`src/rtl/wb_regfile_writer.sv`:
```
// rtl/wb_regfile_writer.sv - MEM/WB register, register-file write port and RAW scoreboard
// Optional scoreboard built only when WB_SCOREBOARD_EN is defined.
module wb_regfile_writer #(
  parameter int CNT_W = 16
) (
  input  logic             clk,
  input  logic             rst,
  input  logic             stall_mem,
  input  logic             stall_wb,
  input  logic             flush,
  input  logic             mem_wreg,
  input  logic [4:0]       mem_wd,
  input  logic [31:0]      mem_wdata,
  input  logic             id_issue,
  input  logic             id_wreg,
  input  logic [4:0]       id_wd,
  input  logic [4:0]       id_raddr1,
  input  logic [4:0]       id_raddr2,
  output logic             wb_we,
  output logic [4:0]       wb_waddr,
  output logic [31:0]      wb_wdata,
  output logic             busy1,
  output logic             busy2,
  output logic [31:0]      busy_vec,
  output logic [CNT_W-1:0] wr_count,
  output logic             sb_err
);

  always_ff @(posedge clk) begin
    if (rst || flush || (stall_mem && !stall_wb)) begin
      wb_we    <= 1'b0;
      wb_waddr <= 5'd0;
      wb_wdata <= 32'd0;
    end else if (!stall_mem) begin
      // r0 is hardwired, so a write to it is dropped here rather than at the regfile
      wb_we    <= mem_wreg && (mem_wd != 5'd0);
      wb_waddr <= mem_wd;
      wb_wdata <= mem_wdata;
    end
  end

  always_ff @(posedge clk) begin
    if (rst)
      wr_count <= '0;
    else if (wb_we)
      wr_count <= wr_count + CNT_W'(1);
  end

`ifdef WB_SCOREBOARD_EN
  logic [1:0] cnt     [32];
  logic [1:0] cnt_nxt [32];
  logic       err_q;
  logic       err_nxt;

  always_comb begin
    logic inc;
    logic dec;
    inc     = 1'b0;
    dec     = 1'b0;
    err_nxt = err_q;
    for (int r = 0; r < 32; r++) begin
      cnt_nxt[r] = cnt[r];
      if (r != 0) begin
        inc = id_issue && id_wreg && (id_wd == 5'(r));
        dec = wb_we && (wb_waddr == 5'(r));
        if (inc && !dec) begin
          if (cnt[r] == 2'd3) err_nxt = 1'b1;
          else                cnt_nxt[r] = cnt[r] + 2'd1;
        end else if (dec && !inc) begin
          if (cnt[r] == 2'd0) err_nxt = 1'b1;
          else                cnt_nxt[r] = cnt[r] - 2'd1;
        end
      end
    end
  end

  always_ff @(posedge clk) begin
    if (rst) begin
      for (int r = 0; r < 32; r++) cnt[r] <= 2'd0;
      err_q <= 1'b0;
    end else if (flush) begin
      for (int r = 0; r < 32; r++) cnt[r] <= 2'd0;
    end else begin
      for (int r = 0; r < 32; r++) cnt[r] <= cnt_nxt[r];
      err_q <= err_nxt;
    end
  end

  always_comb begin
    busy_vec = 32'd0;
    for (int r = 1; r < 32; r++) busy_vec[r] = (cnt[r] != 2'd0);
  end

  // A last pending write sitting on the write port is covered by the regfile bypass
  always_comb begin
    busy1 = (id_raddr1 != 5'd0) && (cnt[id_raddr1] != 2'd0) &&
            !((cnt[id_raddr1] == 2'd1) && wb_we && (wb_waddr == id_raddr1));
    busy2 = (id_raddr2 != 5'd0) && (cnt[id_raddr2] != 2'd0) &&
            !((cnt[id_raddr2] == 2'd1) && wb_we && (wb_waddr == id_raddr2));
  end

  assign sb_err = err_q;
`else
  logic unused_sb;
  assign unused_sb = ^{id_issue, id_wreg, id_wd, id_raddr1, id_raddr2};
  assign busy1     = 1'b0;
  assign busy2     = 1'b0;
  assign busy_vec  = 32'd0;
  assign sb_err    = 1'b0;
`endif

endmodule

```
`config.mk`:
```
export PLATFORM = sky130hd
export DESIGN_NAME = wb_regfile_writer
export DESIGN_NICKNAME = d
export VERILOG_FILES = /design/src/rtl/wb_regfile_writer.sv
export SDC_FILE = /design/constraint.sdc
export NUM_CORES = 1
export LEC_CHECK = 0
export BUFFER_PORTS_ARGS = -buffer_cell sky130_fd_sc_hd__buf_2
export CAP_MARGIN = 0
export CORE_ASPECT_RATIO = 1.4
export CORE_MARGIN = 2
export CORE_UTILIZATION = 42
export DETAILED_ROUTE_END_ITERATION = 12
export HOLD_SLACK_MARGIN = 0.08
export PLACE_DENSITY = 0.87
export SLEW_MARGIN = 20
export SYNTH_ARGS = -nofsm -noshare
export SYNTH_HDL_FRONTEND = slang
export SYNTH_SLANG_ARGS = --single-unit
export TNS_END_PERCENT = 10
```
`constraint.sdc`:
```
create_clock -name clk -period 2.2 [get_ports clk]
set_input_delay 0.22 -clock clk [delete_from_list [all_inputs] [get_ports clk]]
set_output_delay 0.22 -clock clk [all_outputs]
set_load 0.005 [all_outputs]
```
### Yosys cells after proc, flatten, opt, wreduce, memory -nomap -nowiden

Index checks and enable logic that the tools add are counted.

| word-level totals | value |
|---|---|
| bits in registers | 54 |
| input bits | 60 |
| output and inout bits | 89 |
| word-level logic and storage cells | 11 |

| operators by class | value |
|---|---|
| add/subtract/negate cells | 1 |
| reductions and logical operators | 6 |

Operators with widths:

| operator | number |
|---|---|
| 16-bit by 1-bit adder with 16-bit output, second input constant | 1 |
| 5-bit nonzero test | 1 |
| 1-bit logical AND | 2 |
| 1-bit logical OR | 2 |
| 1-bit logical NOT | 1 |

### Longest topological paths before layout

Gate-level depths: netlist (run 1).

| depth | value |
|---|---|
| depth in word-level cells | 3 |
| gate-level depth with buffers | 5 |
| gate-level depth less buffers | 5 |

### Worst setup path before layout (run 1)

No wires, ideal clock.

| timing path | value |
|---|---|
| path type | reg2reg |
| start point | register wr_count[0] |
| end point | register wr_count[12] |
| setup time | 0.114 ns |
| arrival | 1.497 ns |
| required time | 2.086 ns |
| slack | 0.589 ns |
| stages on the path, launching flop included | 6 |
| path buffers | 0 |
| clock period less this slack | 1.611 ns |
| cell sequence | dfxtp_1 -> ha_1 -> inv_1 -> or4_1 -> xnor2_1 -> and2b_1 |

| on the way | value |
|---|---|
| word-level cells in the longest chain between the ends | 1 |

RTL lines:

| element | line | source |
|---|---|---|
| start: declaration | 25 | `output logic [CNT_W-1:0] wr_count,` |
| start signal: assignment | 46 | `wr_count <= wr_count + CNT_W'(1);` |
| 16-bit by 1-bit adder with 16-bit output | 46 |  |

No other way between the ends.
A chain may end at the register's enable or synchronous reset.

### Worst setup path in the final report (run 1)

Same ends and word-level chain as after synthesis.

==> results of run 1 <==
[worst max-delay path by stage]
| stage | to | slack (ps) |
|---|---|---|
| floorplan | wr_count[12]$_SDFFE_PP0P_ | 590 |
| global placement | wr_count[12]$_SDFFE_PP0P_ | 630 |
| detailed placement | wr_count[12]$_SDFFE_PP0P_ | 590 |
| CTS | wr_count[12]$_SDFFE_PP0P_ | 570 |
| global route | wr_count[12]$_SDFFE_PP0P_ | 490 |
| finish | wr_count[12]$_SDFFE_PP0P_ | 580 |
[cells in the final DEF, fill, tap and decap left out, types with 2 or more instances in the layout]
cell      count
buf_2        96
dfxtp_1      54
nor2_1       53
mux2i_1      38
conb_1       35
nand2_1       6
xor2_1        6
nand4_1       5
nand3_1       5
clkbuf_8      5
xnor2_1       4
buf_4         4
nor2b_1       3
nor3_1        3
mux2_2        3
a21oi_1       3
inv_1         2
and4_1        2
or4_1         2
[cell usage after synthesis (2+ instances only)]
cell and count:
dfxtp_1 54, nor2_1 53, mux2i_1 38, buf_4 35, clkbuf_1 6, nand2_1 6, xor2_1 6, buf_2 5
nand3_1 5, nand4_1 5, xnor2_1 4, a21oi_1 3, mux2_2 3, nor2b_1 3, nor3_1 3, and4_1 2
inv_1 2, o21ai_0 2, or4_1 2
[worst max-delay path: stages (launching register included)]
cell and delay [ps]:
dfxtp_1 420, ha_1 190, inv_1 40, or4_1 560, xnor2_1 150, and2b_1 150
[state kept, by name, summed over array words and instances, names as in the netlist]
register,cells
wb_we,1
wb_waddr,5
wr_count,16
wb_wdata,32
[layer usage]
| metal | vias up | track usage (%) |
|---|---|---|
| met2 | 84 | 27.7 |
| met5 | - | 0 |
| met3 | 6 | 5.83 |
| met4 | 0 | 5.78 |
| li1 | 941 | - |
| met1 | 867 | 17.8 |
[final cells by class]
type	count	area [sq um]	area share (%)
tap	68	85.1	2.98
inverter	2	7.51	0.263
clock inverter	2	16.3	0.570
sequential	54	1080	37.9
multi-input combinational	179	1080	37.9
timing repair buffer	100	510	17.9
clock buffer	6	72.6	2.54
[logic make-up (layout without fill, tap and decap cells)]
logic type / after synthesis / after routing / synth area share, %
AND/OR/NAND/NOR: 85 / 85 / 16.6
flip-flops: 54 / 54 / 46.1
buffers and inverters: 48 / 110 / 13.5
multiplexers: 41 / 41 / 17.6
XOR/XNOR: 10 / 10 / 3.73
AO/OA/AOI/OAI: 7 / 7 / 1.76
adder cells (fa/ha/maj): 1 / 1 / 0.533
other: 1 / 35 / 0.160
[where the power goes]
part | switching (uW) | leakage [uW] | internal [uW]
clock | 316 | 0.0000418 | 229
sequential | 10.1 | 0.000438 | 997
combinational | 87.2 | 0.00100 | 77.8
[per-stage QoR]
step                      std cells  area [sq um]  total power [uW]  setup WS, ps  hold slack (ps)
after CTS                       411          2850              1750           573              133
after global placement          403          2760              1190           634              449
final                           411          2850              1720           580              146
after global routing            411          2850              1810           486              136
after floorplan                 281          2470              1170           589              364
after detailed placement        403          2760              1200           593              456
==> impl_metrics.yaml, run 1 <==
worst_hold_path:
  min-delay-start: "mem_wdata[23]"
  hold_path.class: "input port to register"
  hold_depth: 3
  worstHoldEndpoint: "wb_wdata[23]$_SDFFE_PP0N_"
critical_path:
  reg2reg_slack_ps: 580
  critPathCaptureType: "register"
  arrival_ps: 1810
  worstReg2RegStart: "wr_count[0]$_SDFFE_PP0P_"
  reg2reg_to: "wr_count[12]$_SDFFE_PP0P_"
  worstSetupPathType: "register to register"
  worstPathMaxFanout: 5
  r2r_cells: 5
  crit_start: "wr_count[0]$_SDFFE_PP0P_"
  crit_required_ps: 2390
  startpoint_type: "register"
route:
  top_layer: "met4"
  wl_met2_microns: 2580
  wirelength_microns: 4830
  post_drt_via_cell_ratio: 4.62
  wl_met3_microns: 401
  drt_iter0_drc: 66
  route.vias.total: 1898
  ant_nets: 0
  wire_per_inst_microns: 11.8
  drt-met1-wl_microns: 1800
  post-route-drc-count: 0
  firstDrtPassIters: 4
synthesis:
  synth_top_cell_area_share_pct: 46.1
  postSynthCellCount: 247
  syn-mean-instance-area_sq_um: 9.50
  yosysWarningCount: 0
  async_flop_share_pct: 0
  synth.top_cells.by_area: "dfxtp_1 (46%), mux2i_1 (16%), buf_4 (11%), nor2_1 (8.5%), xor2_1 (2.2%)"
  yosys.area.top_type: "dfxtp_1"
  netlist_area_sq_mm: 0.00235
  synth-edff-count: 0
  netlist-cell-type-count: 29
  yosysSeqAreaShare_pct: 46.1
  ys.flop_type: "dfxtp_1"
  ys_ff_latch: 54
power:
  p_leak_uw: 0.00148
  ir_worst_vdd_mv: 0.444
  power_density_mw_per_mm2: 602
timing:
  fin_setup_tns_ps: 0
  fin_skew_ps: 6.46
  max_freq_ghz: 0.617
  finalSetupViolCount: 0
  slew_violations: 0
  hold_viol: 0
  grt_setup_unrepaired: "no"
  tightest_slew_ps: 610
  relSlewSlack_pct: 59.3
  post-route-period-util_pct: 73.6
  layout_min_cycle_time_ps: 1620
final_layout:
  fillers: 529
  area_delta_synth_final_pct: 21.5
  antenna_cells: 0
  nets: 403
  post-route-util_pct: 52.4
  drive_gt1_share_pct: 32.9
place:
  port_buffers: 96
  place.gp.congestion: 0.785
  hpwl_microns: 3790
global_route:
  antenna_found_initial: 0
  gr-total-overflow: 0
  grt_max_degree: 39
  grt_pass1_wl_microns: 7860
  grtUsageTotal_pct: 16.1
  grt_pass1_vias: 1799
die:
  fp.dieW_microns: 67.2
  design.core.area_sq_mm: 0.00545
  pin_count: 149
  initial_core_util_pct: 43.1
  rows: 32
  dieHeight_microns: 92.5
  die_area_sq_mm: 0.00621
clock_tree:
  tritoncts: "yes"
  cts_inserted_buffers: 5
  clk_latency_ps: 290
  root_buffer: "clkbuf_8"
  cts_hold_buf: 0
  path_clk_slew_ps: 100
  cts_max_path_buffers: 2
  cts.htree.levels: 2
  cts_setup_buffers: 0
  cts_sinks: 54
  cts-resized-gates: 0
status:
  status: "finished clean"
job:
  cap_violations: 0
Note: power is estimated with default switching activity, not from simulation.
==> inputs of run 2 (changes only) <==
- clock period: 2.2 -> 1.6 ns (I/O delays scaled with it)
==> run 2 against run 1 <==
Compared with the run above:
- cell count increased by 4.4%
- largest cell class is now multi-input combinational cells
- hold slack got worse by 57 ps
- clock-buffer cell count decreased by 1
- setup slack got worse by 510 ps
- wire length increased by 9.2%
- first-iteration DRC count decreased by 20%
- sequential share of layout area decreased by 2.7 points
==> impl_metrics.yaml, run 2 (synthesis results as in run 1) <==
final_layout:
  final_common_cell: "buf_2"
  nets: 421
  largest_reg_flops: 32
  area_delta_synth_final_pct: 30.7
  antenna_cells: 0
  drive_gt1_share_pct: 34.6
  largest_register: "wb_wdata"
  largestRegisters: "wb_wdata (32), wr_count (16), wb_waddr (5)"
  post-route-util_pct: 56.3
  finalNonFillerCells: 429
  layout_common_cells: "buf_2 (96), dfxtp_1 (54), nor2_1 (53)"
critical_path:
  cpLargestDelayFamily: "simple AND/OR/NAND/NOR gates"
  path_cells: "nand4_1 > or4_1 > xnor2_1 > and2b_1"
  crit_required_ps: 1800
  worstSetupPathType: "register to register"
  slowest_delay_ps: 550
  crit_slowest_cell: "or4_1"
  critPathCaptureType: "register"
  crit_buf_inv: 0
  arrival_ps: 1730
  worstPathMaxFanout: 4
  startpoint_type: "register"
place:
  dp_cells: 412
  hpwl_microns: 3850
  place.gp.congestion: 0.786
  port_buffers: 96
timing:
  post-route-period-util_pct: 95.3
  fin_setup_tns_ps: 0
  max_freq_ghz: 0.656
  grt_setup_unrepaired: "no"
  fin_skew_ps: 3.81
  slew_violations: 0
  layout_min_cycle_time_ps: 1530
  finalSetupViolCount: 0
  hold_viol: 0
clock_tree:
  clk_latency_ps: 300
  cts.htree.levels: 2
  path_clk_slew_ps: 100
  cts_inserted_buffers: 5
  cts_max_path_buffers: 2
  root_buffer: "clkbuf_8"
  tritoncts: "yes"
  cts_sinks: 54
die:
  pin_count: 149
  design.core.area_sq_mm: 0.00545
  rows: 32
  initial_core_util_pct: 43.1
  dieHeight_microns: 92.5
  die_area_sq_mm: 0.00621
  fp.dieW_microns: 67.2
route:
  drt_iter0_drc: 53
  post_drt_via_cell_ratio: 4.58
  drt-met1-wl_microns: 1960
  wirelength_microns: 5280
  top_layer: "met4"
  wl_met3_microns: 439
  wl_met2_microns: 2830
  ant_nets: 0
  post-route-drc-count: 0
  route.vias.total: 1963
  wire_per_inst_microns: 12.3
  firstDrtPassIters: 4
global_route:
  grt_pass1_wl_microns: 8320
  grt_max_degree: 39
  antenna_found_initial: 0
  grt_pass1_vias: 1832
  grtUsageTotal_pct: 17.3
  gr-total-overflow: 0
status:
  status: "finished clean"
worst_hold_path:
  hold_path.class: "input port to register"
power:
  p_leak_uw: 0.00159
  power_density_mw_per_mm2: 836
  ir_worst_vdd_mv: 0.677
job:
  cap_violations: 0
## run 2: cell types whose count changed in the layout (fill, tap and decap cells not counted), sizes merged
| cell | before | now |
|---|---|---|
| clkinvlp | 1 | 0 |
| dlygate4sd3 | 0 | 9 |
| clkbuf | 6 | 5 |
| buf | 100 | 109 |
| clkinv | 0 | 1 |
| bufinv | 0 | 1 |
## run 2: repair_timing
action | in CTS | in global routing
resized for setup | 0 | 1
hold buffers | 8 | 1
endpoints found under the setup margin | 0 | 1
hold endpoints to repair | 8 | 1
buffers inserted | 0 | 0
## run 2: routing by layer
metal / global-route usage, % / vias up
met4: 4.76 / 0
li1: - / 970
met5: 0 / -
met3: 5.71 / 4
met2: 31.1 / 93
met1: 18.7 / 896
## run 2: final timing paths
check | start | to | slack, ps | cells past startpoint
setup / recovery | wr_count[8]$_SDFFE_PP0P_ | wr_count[12]$_SDFFE_PP0P_ | 70 | 4
hold / removal | mem_wdata[9] | wb_wdata[9]$_SDFFE_PP0N_ | 90 | 3
setup reg to reg | wr_count[8]$_SDFFE_PP0P_ | wr_count[12]$_SDFFE_PP0P_ | 70 | 4
hold reg to reg | wb_waddr[3]$_SDFFE_PP0N_ | wb_waddr[3]$_SDFFE_PP0N_ | 490 | 2
## run 2: through the flow
| stage | hold WS (ps) | instance area [sq um] | setup slack [ps] | total power (uW) |
|---|---|---|---|---|
| after floorplan | 304 | 2480 | 11.3 | 1610 |
| after global placement | 388 | 2860 | 108 | 1650 |
| after detailed placement | 397 | 2860 | 106 | 1650 |
| after CTS | 80.5 | 3050 | 89.6 | 2590 |
| after global routing | 91.7 | 3070 | 4.18 | 2670 |
| final | 88.6 | 3070 | 74.9 | 2560 |
## run 2: cell type report
type,instances,area (sq um)
sequential,54,1080
fill,501,2380
tap,68,85.1
clock inverter,3,43.8
clock buffer,5,68.8
timing repair buffer,118,693
multi-input combinational,179,1090
inverter,2,7.51
## run 2: where the power goes
part / internal, uW / switching, uW / leakage (uW)
sequential: 1370 / 13.9 / 0.000438
combinational: 130 / 129 / 0.00109
clock: 470 / 451 / 0.0000585
total: 1970 / 594 / 0.00159
## run 2: worst min-delay path, cell delays in order
cell	delay [ps]
buf_2	70
mux2i_1	50
nor2_1	70
